**config.mk**
```make
export PLATFORM = sky130hd
export DESIGN_NAME = dma_mem_port_arbiter_flat
export DESIGN_NICKNAME = d
export VERILOG_FILES = /design/src/rtl/dma_mem_port_arbiter_if.sv /design/src/rtl/dma_mem_port_arbiter.sv /design/src/flat_wrapper.sv
export SDC_FILE = /design/constraint.sdc
export NUM_CORES = 1
export LEC_CHECK = 0
export ABC_AREA = 1
export BUFFER_PORTS_ARGS = -buffer_cell sky130_fd_sc_hd__buf_2
export CAP_MARGIN = 20
export CORE_AREA = 4 4 94 96
export CTS_CLUSTER_SIZE = 40
export DETAILED_ROUTE_END_ITERATION = 16
export DIE_AREA = 0 0 98 100
export GPL_TIMING_DRIVEN = 0
export PLACE_DENSITY_LB_ADDON = 0.2
export SETUP_SLACK_MARGIN = 0.15
export SLEW_MARGIN = 20
export SYNTH_ARGS = -nofsm -noshare
export SYNTH_HDL_FRONTEND = slang
export SYNTH_SLANG_ARGS = --single-unit
```
**constraint.sdc**
```tcl
create_clock -name clk -period 2.62 [get_ports clk]
set_input_delay 0.131 -clock clk [delete_from_list [all_inputs] [get_ports clk]]
set_output_delay 0.131 -clock clk [all_outputs]
set_load 0.02 [all_outputs]
```
**src/rtl/dma_mem_port_arbiter_if.sv**
```systemverilog
// Avalon-MM bundle for the two-master RAM port arbiter: both master ports plus the RAM side.
// The slave modport is the arbiter's view; the master modport is the view of the surrounding system.
interface dma_mem_port_arbiter_if #(
    parameter int ADDR_W = 10,
    parameter int DATA_W = 32
);
    logic [ADDR_W-1:0]   m0_address;
    logic [DATA_W/8-1:0] m0_byteenable;
    logic                m0_read;
    logic                m0_write;
    logic [DATA_W-1:0]   m0_writedata;
    logic [DATA_W-1:0]   m0_readdata;
    logic                m0_readdatavalid;
    logic                m0_waitrequest;

    logic [ADDR_W-1:0]   m1_address;
    logic [DATA_W/8-1:0] m1_byteenable;
    logic                m1_read;
    logic                m1_write;
    logic [DATA_W-1:0]   m1_writedata;
    logic [DATA_W-1:0]   m1_readdata;
    logic                m1_readdatavalid;
    logic                m1_waitrequest;

    logic [ADDR_W-1:0]   ram_address;
    logic [DATA_W/8-1:0] ram_byteenable;
    logic                ram_chipselect;
    logic                ram_write;
    logic [DATA_W-1:0]   ram_writedata;
    logic                ram_clken;
    logic [DATA_W-1:0]   ram_readdata;

    modport slave (
        input  m0_address, m0_byteenable, m0_read, m0_write, m0_writedata,
        output m0_readdata, m0_readdatavalid, m0_waitrequest,
        input  m1_address, m1_byteenable, m1_read, m1_write, m1_writedata,
        output m1_readdata, m1_readdatavalid, m1_waitrequest,
        output ram_address, ram_byteenable, ram_chipselect, ram_write,
        output ram_writedata, ram_clken,
        input  ram_readdata
    );

    modport master (
        output m0_address, m0_byteenable, m0_read, m0_write, m0_writedata,
        input  m0_readdata, m0_readdatavalid, m0_waitrequest,
        output m1_address, m1_byteenable, m1_read, m1_write, m1_writedata,
        input  m1_readdata, m1_readdatavalid, m1_waitrequest,
        input  ram_address, ram_byteenable, ram_chipselect, ram_write,
        input  ram_writedata, ram_clken,
        output ram_readdata
    );
endinterface

```
**src/rtl/dma_mem_port_arbiter.sv**
```systemverilog
// Two-master Avalon-MM arbiter sharing one single-port RAM (1-cycle read latency, tagged return).
// Define DMA_ARB_FIXED_PRIO_STARVE_EN for master-0 priority with a master-1 starvation guard.
module dma_mem_port_arbiter #(
    parameter int ADDR_W       = 10,
    parameter int DATA_W       = 32,
    parameter int STARVE_LIMIT = 8
) (
    input  logic                     clk,
    input  logic                     reset_n,
    dma_mem_port_arbiter_if.slave    bus
);
    logic w_req0;
    logic w_req1;
    logic w_tieM0;
    logic w_grant0;
    logic w_grant1;
    logic w_rdAccept;

    logic r_lastGrant;
    logic r_rdV;
    logic r_rdId;
    logic r_ramClken;

    assign w_req0 = bus.m0_read | bus.m0_write;
    assign w_req1 = bus.m1_read | bus.m1_write;

`ifdef DMA_ARB_FIXED_PRIO_STARVE_EN
    localparam int CNT_W = $clog2(STARVE_LIMIT + 1);
    logic [CNT_W-1:0] r_starveCnt;

    assign w_tieM0 = (r_starveCnt != CNT_W'(STARVE_LIMIT));

    // Saturating wait counter for master 1; any grant or dropped request clears it.
    always_ff @(posedge clk) begin
        if (!reset_n) begin
            r_starveCnt <= '0;
        end else if (w_req1 && !w_grant1) begin
            if (r_starveCnt != CNT_W'(STARVE_LIMIT)) begin
                r_starveCnt <= r_starveCnt + 1'b1;
            end
        end else begin
            r_starveCnt <= '0;
        end
    end
`else
    assign w_tieM0 = r_lastGrant;
`endif

    // No grant is issued while reset is held, which keeps chipselect/write low.
    assign w_grant0 = reset_n & w_req0 & (~w_req1 | w_tieM0);
    assign w_grant1 = reset_n & w_req1 & ~w_grant0;

    assign w_rdAccept = (w_grant0 & bus.m0_read & ~bus.m0_write)
                      | (w_grant1 & bus.m1_read & ~bus.m1_write);

    assign bus.ram_address    = w_grant1 ? bus.m1_address    : bus.m0_address;
    assign bus.ram_byteenable = w_grant1 ? bus.m1_byteenable : bus.m0_byteenable;
    assign bus.ram_writedata  = w_grant1 ? bus.m1_writedata  : bus.m0_writedata;
    assign bus.ram_write      = (w_grant0 & bus.m0_write) | (w_grant1 & bus.m1_write);
    assign bus.ram_chipselect = w_grant0 | w_grant1;
    assign bus.ram_clken      = r_ramClken;

    assign bus.m0_waitrequest = ~reset_n | (w_req0 & ~w_grant0);
    assign bus.m1_waitrequest = ~reset_n | (w_req1 & ~w_grant1);

    // A return landing while reset is low is dropped.
    assign bus.m0_readdatavalid = reset_n & r_rdV & ~r_rdId;
    assign bus.m1_readdatavalid = reset_n & r_rdV &  r_rdId;
    assign bus.m0_readdata      = bus.ram_readdata;
    assign bus.m1_readdata      = bus.ram_readdata;

    always_ff @(posedge clk) begin
        if (!reset_n) begin
            r_lastGrant <= 1'b1;
            r_rdV       <= 1'b0;
            r_rdId      <= 1'b0;
            r_ramClken  <= 1'b0;
        end else begin
            r_ramClken <= 1'b1;
            if (w_grant0) begin
                r_lastGrant <= 1'b0;
            end else if (w_grant1) begin
                r_lastGrant <= 1'b1;
            end
            r_rdV <= w_rdAccept;
            if (w_rdAccept) begin
                r_rdId <= w_grant1;
            end
        end
    end
endmodule

```
**src/flat_wrapper.sv**
```systemverilog
// flat-port wrapper written by rule: the top's interface ports become plain ports
module dma_mem_port_arbiter_flat 
#(
    parameter int ADDR_W       = 10,
    parameter int DATA_W       = 32,
    parameter int STARVE_LIMIT = 8
)
  (clk, reset_n, bus_m0_address, bus_m0_byteenable, bus_m0_read, bus_m0_write, bus_m0_writedata, bus_m0_readdata, bus_m0_readdatavalid, bus_m0_waitrequest, bus_m1_address, bus_m1_byteenable, bus_m1_read, bus_m1_write, bus_m1_writedata, bus_m1_readdata, bus_m1_readdatavalid, bus_m1_waitrequest, bus_ram_address, bus_ram_byteenable, bus_ram_chipselect, bus_ram_write, bus_ram_writedata, bus_ram_clken, bus_ram_readdata);
  dma_mem_port_arbiter_if #(.ADDR_W(ADDR_W), .DATA_W(DATA_W)) bus_i ();
  input  logic clk;
  input  logic reset_n;
  input wire logic [$bits(bus_i.m0_address)-1:0] bus_m0_address;
  input wire logic [$bits(bus_i.m0_byteenable)-1:0] bus_m0_byteenable;
  input wire logic [$bits(bus_i.m0_read)-1:0] bus_m0_read;
  input wire logic [$bits(bus_i.m0_write)-1:0] bus_m0_write;
  input wire logic [$bits(bus_i.m0_writedata)-1:0] bus_m0_writedata;
  output wire logic [$bits(bus_i.m0_readdata)-1:0] bus_m0_readdata;
  output wire logic [$bits(bus_i.m0_readdatavalid)-1:0] bus_m0_readdatavalid;
  output wire logic [$bits(bus_i.m0_waitrequest)-1:0] bus_m0_waitrequest;
  input wire logic [$bits(bus_i.m1_address)-1:0] bus_m1_address;
  input wire logic [$bits(bus_i.m1_byteenable)-1:0] bus_m1_byteenable;
  input wire logic [$bits(bus_i.m1_read)-1:0] bus_m1_read;
  input wire logic [$bits(bus_i.m1_write)-1:0] bus_m1_write;
  input wire logic [$bits(bus_i.m1_writedata)-1:0] bus_m1_writedata;
  output wire logic [$bits(bus_i.m1_readdata)-1:0] bus_m1_readdata;
  output wire logic [$bits(bus_i.m1_readdatavalid)-1:0] bus_m1_readdatavalid;
  output wire logic [$bits(bus_i.m1_waitrequest)-1:0] bus_m1_waitrequest;
  output wire logic [$bits(bus_i.ram_address)-1:0] bus_ram_address;
  output wire logic [$bits(bus_i.ram_byteenable)-1:0] bus_ram_byteenable;
  output wire logic [$bits(bus_i.ram_chipselect)-1:0] bus_ram_chipselect;
  output wire logic [$bits(bus_i.ram_write)-1:0] bus_ram_write;
  output wire logic [$bits(bus_i.ram_writedata)-1:0] bus_ram_writedata;
  output wire logic [$bits(bus_i.ram_clken)-1:0] bus_ram_clken;
  input wire logic [$bits(bus_i.ram_readdata)-1:0] bus_ram_readdata;
  assign bus_i.m0_address = bus_m0_address;
  assign bus_i.m0_byteenable = bus_m0_byteenable;
  assign bus_i.m0_read = bus_m0_read;
  assign bus_i.m0_write = bus_m0_write;
  assign bus_i.m0_writedata = bus_m0_writedata;
  assign bus_m0_readdata = bus_i.m0_readdata;
  assign bus_m0_readdatavalid = bus_i.m0_readdatavalid;
  assign bus_m0_waitrequest = bus_i.m0_waitrequest;
  assign bus_i.m1_address = bus_m1_address;
  assign bus_i.m1_byteenable = bus_m1_byteenable;
  assign bus_i.m1_read = bus_m1_read;
  assign bus_i.m1_write = bus_m1_write;
  assign bus_i.m1_writedata = bus_m1_writedata;
  assign bus_m1_readdata = bus_i.m1_readdata;
  assign bus_m1_readdatavalid = bus_i.m1_readdatavalid;
  assign bus_m1_waitrequest = bus_i.m1_waitrequest;
  assign bus_ram_address = bus_i.ram_address;
  assign bus_ram_byteenable = bus_i.ram_byteenable;
  assign bus_ram_chipselect = bus_i.ram_chipselect;
  assign bus_ram_write = bus_i.ram_write;
  assign bus_ram_writedata = bus_i.ram_writedata;
  assign bus_ram_clken = bus_i.ram_clken;
  assign bus_i.ram_readdata = bus_ram_readdata;
  dma_mem_port_arbiter #(.ADDR_W(ADDR_W), .DATA_W(DATA_W), .STARVE_LIMIT(STARVE_LIMIT)) u_core (.clk(clk), .reset_n(reset_n), .bus(bus_i));
endmodule
```
# Word-level counts from Yosys, hierarchy flattened

Cells that the tools add are included.

Reductions and logical operators: 1
Mux-type cells: 6
Bitwise logic cells: 30

Operators by type and width:

| kind              | number |
|---|---|
| $mux 32           | 1 |
| $and 1x1->1       | 15 |
| $mux 10           | 1 |
| $or 1x1->1        | 8 |
| $not 1->1         | 7 |
| $mux 4            | 1 |
| $mux 1            | 3 |
| $reduce_bool 2->1 | 1 |

Flip-flop bits (word level): 4

# Depth between registers and ports, before layout

Gate-level depths: netlist (run 1).

Depth after elaboration: 9
Mapped depth: 8
Mapped depth without buffers: 7

# Least setup slack after synthesis (run 1)

OpenSTA, ideal clock, no wires.

Path type: flip-flop to output port
Start: reg u_core.r_lastGrant
End: out bus_ram_address[0]
Stages on the path, launching flop included: 9
Required time: 2.489 ns
Slack: 1.400 ns
Path buffers: 1
Arrival time: 1.089 ns
Cell sequence: dfxtp_1 > inv_1 > o21ai_1 > nand2_2 > nand2_2 > inv_2 > buf_2 > nand2_1 > nand2_1

Word-level cells in the longest chain between the ends: 5

Ends and longest elaborated chain:

| what                     | RTL line                   | text |
|---|---|---|
| start: declaration       | dma_mem_port_arbiter.sv:19 | `logic r_lastGrant;` |
| start signal: assignment | dma_mem_port_arbiter.sv:74 | `r_lastGrant <= 1'b1;` |
| start signal: assignment | dma_mem_port_arbiter.sv:81 | `r_lastGrant <= 1'b0;` |
| start signal: assignment | dma_mem_port_arbiter.sv:83 | `r_lastGrant <= 1'b1;` |
| $or 1x1->1               | dma_mem_port_arbiter.sv:50 | `assign w_grant0 = reset_n & w_req0 & (~w_req1 \| w_tieM0);` |
| $and 1x1->1              | dma_mem_port_arbiter.sv:50 |  |
| $not 1->1                | dma_mem_port_arbiter.sv:51 | `assign w_grant1 = reset_n & w_req1 & ~w_grant0;` |
| $and 1x1->1              | dma_mem_port_arbiter.sv:51 |  |
| $mux 10                  | dma_mem_port_arbiter.sv:56 | `assign bus.ram_address = w_grant1 ? bus.m1_address : bus.m0_address;` |
| end: declaration         | flat_wrapper.sv:28         | `output wire logic [$bits(bus_i.ram_address)-1:0] bus_ram_address;` |

Every way passes these cells.

# Worst setup path in the final report (run 1)

Start: reg u_core.r_lastGrant
End: out bus_ram_address[6]

The elaborated chain is that of the path after synthesis.

==> summary.md, run 1 <==
| Metric | Value |
|---|---|
| Outcome | `completed` |
| R2r setup slk | `1.46 ns` |
| Layout Skew | `0.0005781 ns` |
| Crit path DAT | `1.59 ns` |
| Die width | `98 um` |
| Max-cap violations | `0` |
| Total Nets Final | `595` |
| GR met2 Demand/Resource | `21.36%` |
| RD Place Congestion | `0.7926` |
| Clock Latency Late Sink | `0.22 ns` |
| Synth Register Bits | `4` |
| Final cell count without fillers | `568` |
| CTS tree | `built` |
| Hpwl dp | `5391 um` |
| Total track usage | `10.44%` |
| Fin. max-slew vios | `0` |
| Pre-antenna DRT Iters | `4` |
| Core area | `8051 um2` |
| Met1 usage | `10.89%` |
| Synth top area cells | `nand2_1, buf_4, dfxtp_1` |
| Inst Count DP | `565` |
| GRT overflow | `0` |
| First-pass GRT wire length | `8763 um` |
| Largest area contributor in the netlist | `nand2_1` |
| GRT busiest layer | `met2` |
| Max_slew headroom | `83.64%` |
| GRT met3 Usage | `2.154%` |
| Post_cts resized | `0` |
| Vias in the first global route | `1,975` |
| Worst-path cell chain | `inv_1 -> o21ai_1 -> nand2_2 -> nand2_2 -> inv_2 -> buf_2 -> nand2_1 -> nand2_1 -> buf_2` |
| DRC | `0` |
| Port Buffer Count | `214` |
| Total wire length | `6013 um` |
| Initial Util | `16.18%` |
| Hold_buf cts | `0` |
| Mean post-synth cell area | `5.295 um2` |
| Reg2reg end | `u_core.r_lastGrant` |
| Syn_nets | `376` |
| Top-area cell type share of the netlist area | `41.50%` |
| CTS Root Cell | `clkbuf_8` |
| Row count | `33` |
| # IOs | `247` |
| CP Class | `register to primary output` |
| Initial DRC count | `23` |
| FFs w/ async S/R, synth | `0%` |
| Share of layout cells above drive strength 1 | `63.93%` |
| Crit-path max cell delay | `0.29 ns` |
| WP buf/inv | `4` |
| Clock H-tree levels | `1` |
| Hold path startpoint | `reset_n` |
| Pwr dens | `304.8 nW/um2` |
| Worst-path clk slew | `0.03 ns` |
| Most used DFF post-synth | `dfxtp_1` |
| Crit Reg-Reg Startpoint | `u_core.r_lastGrant` |
| Pin count of the biggest net entering global routing | `11` |
| Vias per cell | `3.685` |
| Final cycle utilization of the critical path | `65.56%` |
| Post-synthesis sequential area ratio | `6.148%` |
| Startpoint Class | `register` |
| Via Count | `2,093` |
| Die area | `9800 um2` |
| Hold EP | `u_core.bus.ram_clken` |
| VDD IR max | `0.0002343 V` |
| Reg2reg path depth | `6` |
| P&R area growth vs syn | `95.48%` |
| Crit. End Element | `primary output` |
| Cell area after synthesis | `1302 um2` |
| Clk sinks | `4` |
| Routed len/inst | `10.59 um` |
| Cells after Synth | `246` |
| Synth warn | `0` |
| Antenna cells | `0` |
| Max Freq | `582.2 MHz` |
| Most frequent cells in the layout | `buf_2, nand2_1, buf_4, inv_1, dfxtp_1` |
| EDFF count, synth | `0` |
| Worst hold path class | `input port to register` |
| Dominant delay contributor by cell family on the critical path | `buffers and inverters` |
| Minimum clock period after layout | `1.718 ns` |
| Chip Height | `100 um` |
| Slew @ Worst Pin | `0.2438 ns` |
| Most common cell after layout, fill and taps aside | `buf_2` |
| Netlist cell types | `18` |
| Setup TNS | `0 ns` |
| Critical path fanouts, max | `10` |
| Worst Path Required | `2.49 ns` |
| Slowest cell on crit path | `dfxtp_1` |
| ANT nets after route | `0` |
| Setup Buffers After CTS | `0` |
| CTS Buffer Depth | `2` |
| Fin. Hold Viols | `0` |
| CTS Buf Count | `3` |
| Hold depth | `1` |
| RSZ-0062 raised after global routing | `no` |
| LEAKAGE | `1.749 nW` |
| Endpoints failing setup | `0` |
| Initial antenna violation count | `0` |
## cell type report
class                           count  area, um2
Fill cell                         940       5505
Inverter                            8      30.03
Sequential cell                     4      80.08
Timing Repair Buffer              214       1071
Multi-Input combinational cell    161      630.6
Clock buffer                        3      41.29
Tap cell                          105      131.4
Buffer                             73      561.8
## cells by family after synthesis
kind of cell,count (synthesis),share of synthesized area (%)
buffers and inverters,81,45.44
flip-flops,4,6.148
AND/OR/NAND/NOR,154,45.53
AO/OA/AOI/OAI,7,2.881
## worst max-delay path by stage
stage,start,to,slack (ns),cells past startpoint
after detailed placement,u_core.r_lastGrant,bus_ram_writedata[28],1.07,9
after floorplan,u_core.r_lastGrant,bus_ram_address[0],1.40,8
final,u_core.r_lastGrant,bus_ram_address[6],0.90,9
after global placement,u_core.r_lastGrant,bus_ram_writedata[28],1.07,9
after global routing,u_core.r_lastGrant,bus_ram_writedata[23],0.71,9
after CTS,u_core.r_lastGrant,bus_ram_writedata[28],0.83,9
## registers in the layout, indices dropped and copies added (netlist names)
register	flops
u_core.bus.ram_clken	1
u_core.r_lastGrant	1
u_core.r_rdId	1
u_core.r_rdV	1
## metal layers
layer	vias up	wire length, um
met5	-	0
met4	0	31
met3	3	642
met2	116	3268
met1	867	2070
li1	1107	-
## per-stage QoR
stage                     total power [mW]  area, um2  hold slack [ns]  utilization [%]  setup slack, ns
final                               0.7761       2546           0.1220            31.62           0.9024
after global routing                0.8368       2546           0.1284            31.62           0.7126
after CTS                           0.7900       2546           0.1138            31.62           0.8296
after detailed placement            0.6542       2505           0.3381            31.11            1.071
after global placement              0.6523       2505           0.3402            31.11            1.068
after floorplan                     0.4329       1303           0.1587                -            1.400
## power by group
| group | switching (mW) | internal (mW) | leakage [nW] |
|---|---|---|---|
| sequential | 0.00107 | 0.0654 | 0.0332 |
| combinational | 0.330 | 0.248 | 1.69 |
| clock | 0.0336 | 0.0981 | 0.0216 |
| total | 0.364 | 0.412 | 1.75 |
## synthesized netlist by cell type (2+ instances only)
master and instances:
buf_2 5, buf_4 64, buf_8 3, dfxtp_1 4, inv_1 5, inv_2 3, nand2_1 144, nand2_2 2
nor2_1 3, nor3_1 2, o21ai_0 3, o21ai_1 2
No activity file was read; power rests on OpenSTA's default activity.
==> inputs of run 2 (changes only) <==
--- a/config.mk
+++ b/config.mk
@@ -8,10 +8,10 @@
 export ABC_AREA = 1
 export BUFFER_PORTS_ARGS = -buffer_cell sky130_fd_sc_hd__buf_2
 export CAP_MARGIN = 20
-export CORE_AREA = 4 4 94 96
+export CORE_AREA = 4 4 93 95
 export CTS_CLUSTER_SIZE = 40
 export DETAILED_ROUTE_END_ITERATION = 16
-export DIE_AREA = 0 0 98 100
+export DIE_AREA = 0 0 97 99
 export GPL_TIMING_DRIVEN = 0
 export PLACE_DENSITY_LB_ADDON = 0.2
 export SETUP_SLACK_MARGIN = 0.15
==> constraint.sdc (replaced) <==
create_clock -name clk -period 1.4 [get_ports clk]
set_input_delay 0.07 -clock clk [delete_from_list [all_inputs] [get_ports clk]]
set_output_delay 0.07 -clock clk [all_outputs]
set_load 0.02 [all_outputs]
==> run 2 against run 1 <==
Against the previous run: the run now ends with setup timing left; sequential share of layout area is 0.45 points lower; clock skew is 0.0025 ns higher; cell count is 1.4% higher; combinational power is 130% higher.
==> summary.md, run 2 (synthesis gave the netlist of run 1 again) <==
| Metric | Value |
|---|---|
| Outcome | `complete, but fails checks` |
| Failing checks | `setup timing` |
| Max-cap violations | `0 (unchanged)` |
| Initial antenna violation count | `0 (unchanged)` |
| Pwr dens | `569.2 nW/um2 (+87%)` |
| Slew @ Worst Pin | `0.1815 ns (-0.06236 ns)` |
| Crit. End Element | `primary output` |
| Routed len/inst | `11.57 um (+9.3%)` |
| CTS Buf Count | `3 (unchanged)` |
| Die width | `97 um (-1.0%)` |
| Dominant delay contributor by cell family on the critical path | `buffers and inverters` |
| ANT nets after route | `0 (unchanged)` |
| Worst-path clk slew | `0.03 ns (about the same)` |
| Endpoints failing setup | `37 (+37)` |
| Max Freq | `670.7 MHz` |
| Hpwl dp | `5626 um (+4.4%)` |
| Total wire length | `6666 um (+11%)` |
| Max_slew headroom | `87.82% (+4.2 points)` |
| Pin count of the biggest net entering global routing | `11 (unchanged)` |
| Critical Path Source | `u_core.r_lastGrant` |
| First-pass GRT wire length | `10,290 um (+17%)` |
| P&R area growth vs syn | `131.4%` |
| DRC | `0 (unchanged)` |
| Fill cells | `845 (-10%)` |
| WP buf/inv | `5 (+1)` |
| Crit Reg-Reg Startpoint | `u_core.r_lastGrant` |
| Antenna cells | `0 (unchanged)` |
| Worst hold path class | `input port to register` |
| Total track usage | `12.78% (+2.3 points)` |
| Most frequent cells in the layout | `buf_2, nand2_1, buf_4, buf_6, nand2_2` |
| Core area | `7727 um2 (-4.0%)` |
| WP depth | `10 (+1)` |
| Clk sinks | `4 (unchanged)` |
| Minimum clock period after layout | `1.491 ns` |
| CP Class | `register to primary output` |
| RSZ-0062 raised after global routing | `yes` |
| Startpoint Class | `register` |
| Initial Util | `16.86% (+0.68 points)` |
| Reg2reg end | `u_core.r_rdId` |
| R2r setup slk | `0.32 ns (-1.14 ns)` |
| Final cycle utilization of the critical path | `106.5%` |
| Crit path DAT | `1.42 ns (-0.17 ns)` |
| Fin. Hold Viols | `0 (unchanged)` |
| Most common cell after layout, fill and taps aside | `buf_2` |
| Row count | `32 (-3.0%)` |
| Die area | `9603 um2 (-2.0%)` |
| CTS Buffer Depth | `2 (unchanged)` |
| VDD IR max | `0.0003661 V (+56%)` |
| # IOs | `247 (unchanged)` |
| Hold_buf cts | `0 (unchanged)` |
| Clock H-tree levels | `1 (unchanged)` |
| Fin util | `39.01% (+7.4 points)` |
| Fin Hold WS | `0.08213 ns (-0.03987 ns)` |
| Fin. max-slew vios | `0 (unchanged)` |
| Chip Height | `99 um (-1.0%)` |
| Critical Path End | `bus_ram_address[8]` |
| RD Place Congestion | `0.7723 (-2.6%)` |
| LEAKAGE | `1.908 nW (+9.1%)` |
| GRT overflow | `0 (unchanged)` |
| Worst-path cell chain | `inv_2 -> o21ai_2 -> nand2_2 -> nand2_4 -> buf_12 -> buf_6 -> buf_6 -> nand2_2 -> nand2_2 -> buf_6` |
| Slack of the critical path | `-0.09092 ns (-0.9933 ns)` |
| Critical path fanouts, max | `7 (-3)` |
| Clock Latency Late Sink | `0.22 ns (about the same)` |
| CTS tree | `built` |
| Slowest cell on crit path | `dfxtp_2` |
| CTS Root Cell | `clkbuf_8` |
| Pre-antenna DRT Iters | `3 (-1)` |
| Total Nets Final | `606 (+1.8%)` |
| Vias per cell | `3.724 (+1.1%)` |
| Worst Path Required | `1.33 ns (-1.16 ns)` |
| Vias in the first global route | `2,111 (+6.9%)` |
| Layout Skew | `0.003100 ns (+0.002522 ns)` |
| Share of layout cells above drive strength 1 | `70.04% (+6.1 points)` |
| Via Count | `2,145 (+2.5%)` |
| Initial DRC count | `32 (+39%)` |
| Crit-path max cell delay | `0.30 ns (about the same)` |
| Reg2reg path depth | `8 (+2)` |
| Port Buffer Count | `214 (unchanged)` |
## run 2: worst min path at each step
stage | startpoint | endpoint | slack [ns] | cells past startpoint
after floorplan | reset_n | u_core.bus.ram_clken | 0.1 | 0
after global placement | reset_n | u_core.bus.ram_clken | 0.28 | 1
after detailed placement | reset_n | u_core.bus.ram_clken | 0.28 | 1
after CTS | reset_n | u_core.bus.ram_clken | 0.06 | 1
after global routing | reset_n | u_core.bus.ram_clken | 0.08 | 1
final | reset_n | u_core.bus.ram_clken | 0.08 | 1
## run 2: final cells by class
class | count | area [um2] | share of cell area, %
Buffer | 73 | 598.1 | 19.84
Clock buffer | 3 | 41.29 | 1.370
Tap cell | 102 | 127.6 | 4.234
Multi-Input combinational cell | 161 | 703.2 | 23.33
Timing Repair Buffer | 225 | 1428 | 47.36
Sequential cell | 4 | 81.33 | 2.698
Inverter | 8 | 35.03 | 1.162
## run 2: power by group
part	leakage [nW]	switching [mW]	internal, mW
clock	0.0216	0.0571	0.183
combinational	1.85	0.687	0.664
sequential	0.0330	0.00213	0.123
## run 2: what timing repair did
item	in CTS	in global routing
setup buffers	7	3
cloned	1	0
gates resized for setup	109	15
endpoints found under the setup margin	46	48
pin swaps	11	3
## run 2: per-stage QoR
stage	power [mW]	setup WS, ns	instances	area, um2	setup TNS, ns
2_1_floorplan	0.8102	0.2414	246	1303	0
3_3_place_gp	1.221	-0.08260	562	2501	-2.326
3_5_place_dp	1.228	-0.08141	562	2501	-2.518
4_1_cts	1.701	-0.08252	573	2948	-1.591
5_1_grt	1.845	-0.1466	576	3014	-4.911
6_report	1.716	-0.09092	576	3014	-0.8948
## run 2: per-layer routing
layer	up-vias	track usage, %	routed length, um
met2	136	25.64	3599
met3	7	3.326	727
met1	876	13.26	2282
met4	0	2.484	57
met5	-	0	0
li1	1126	-	-
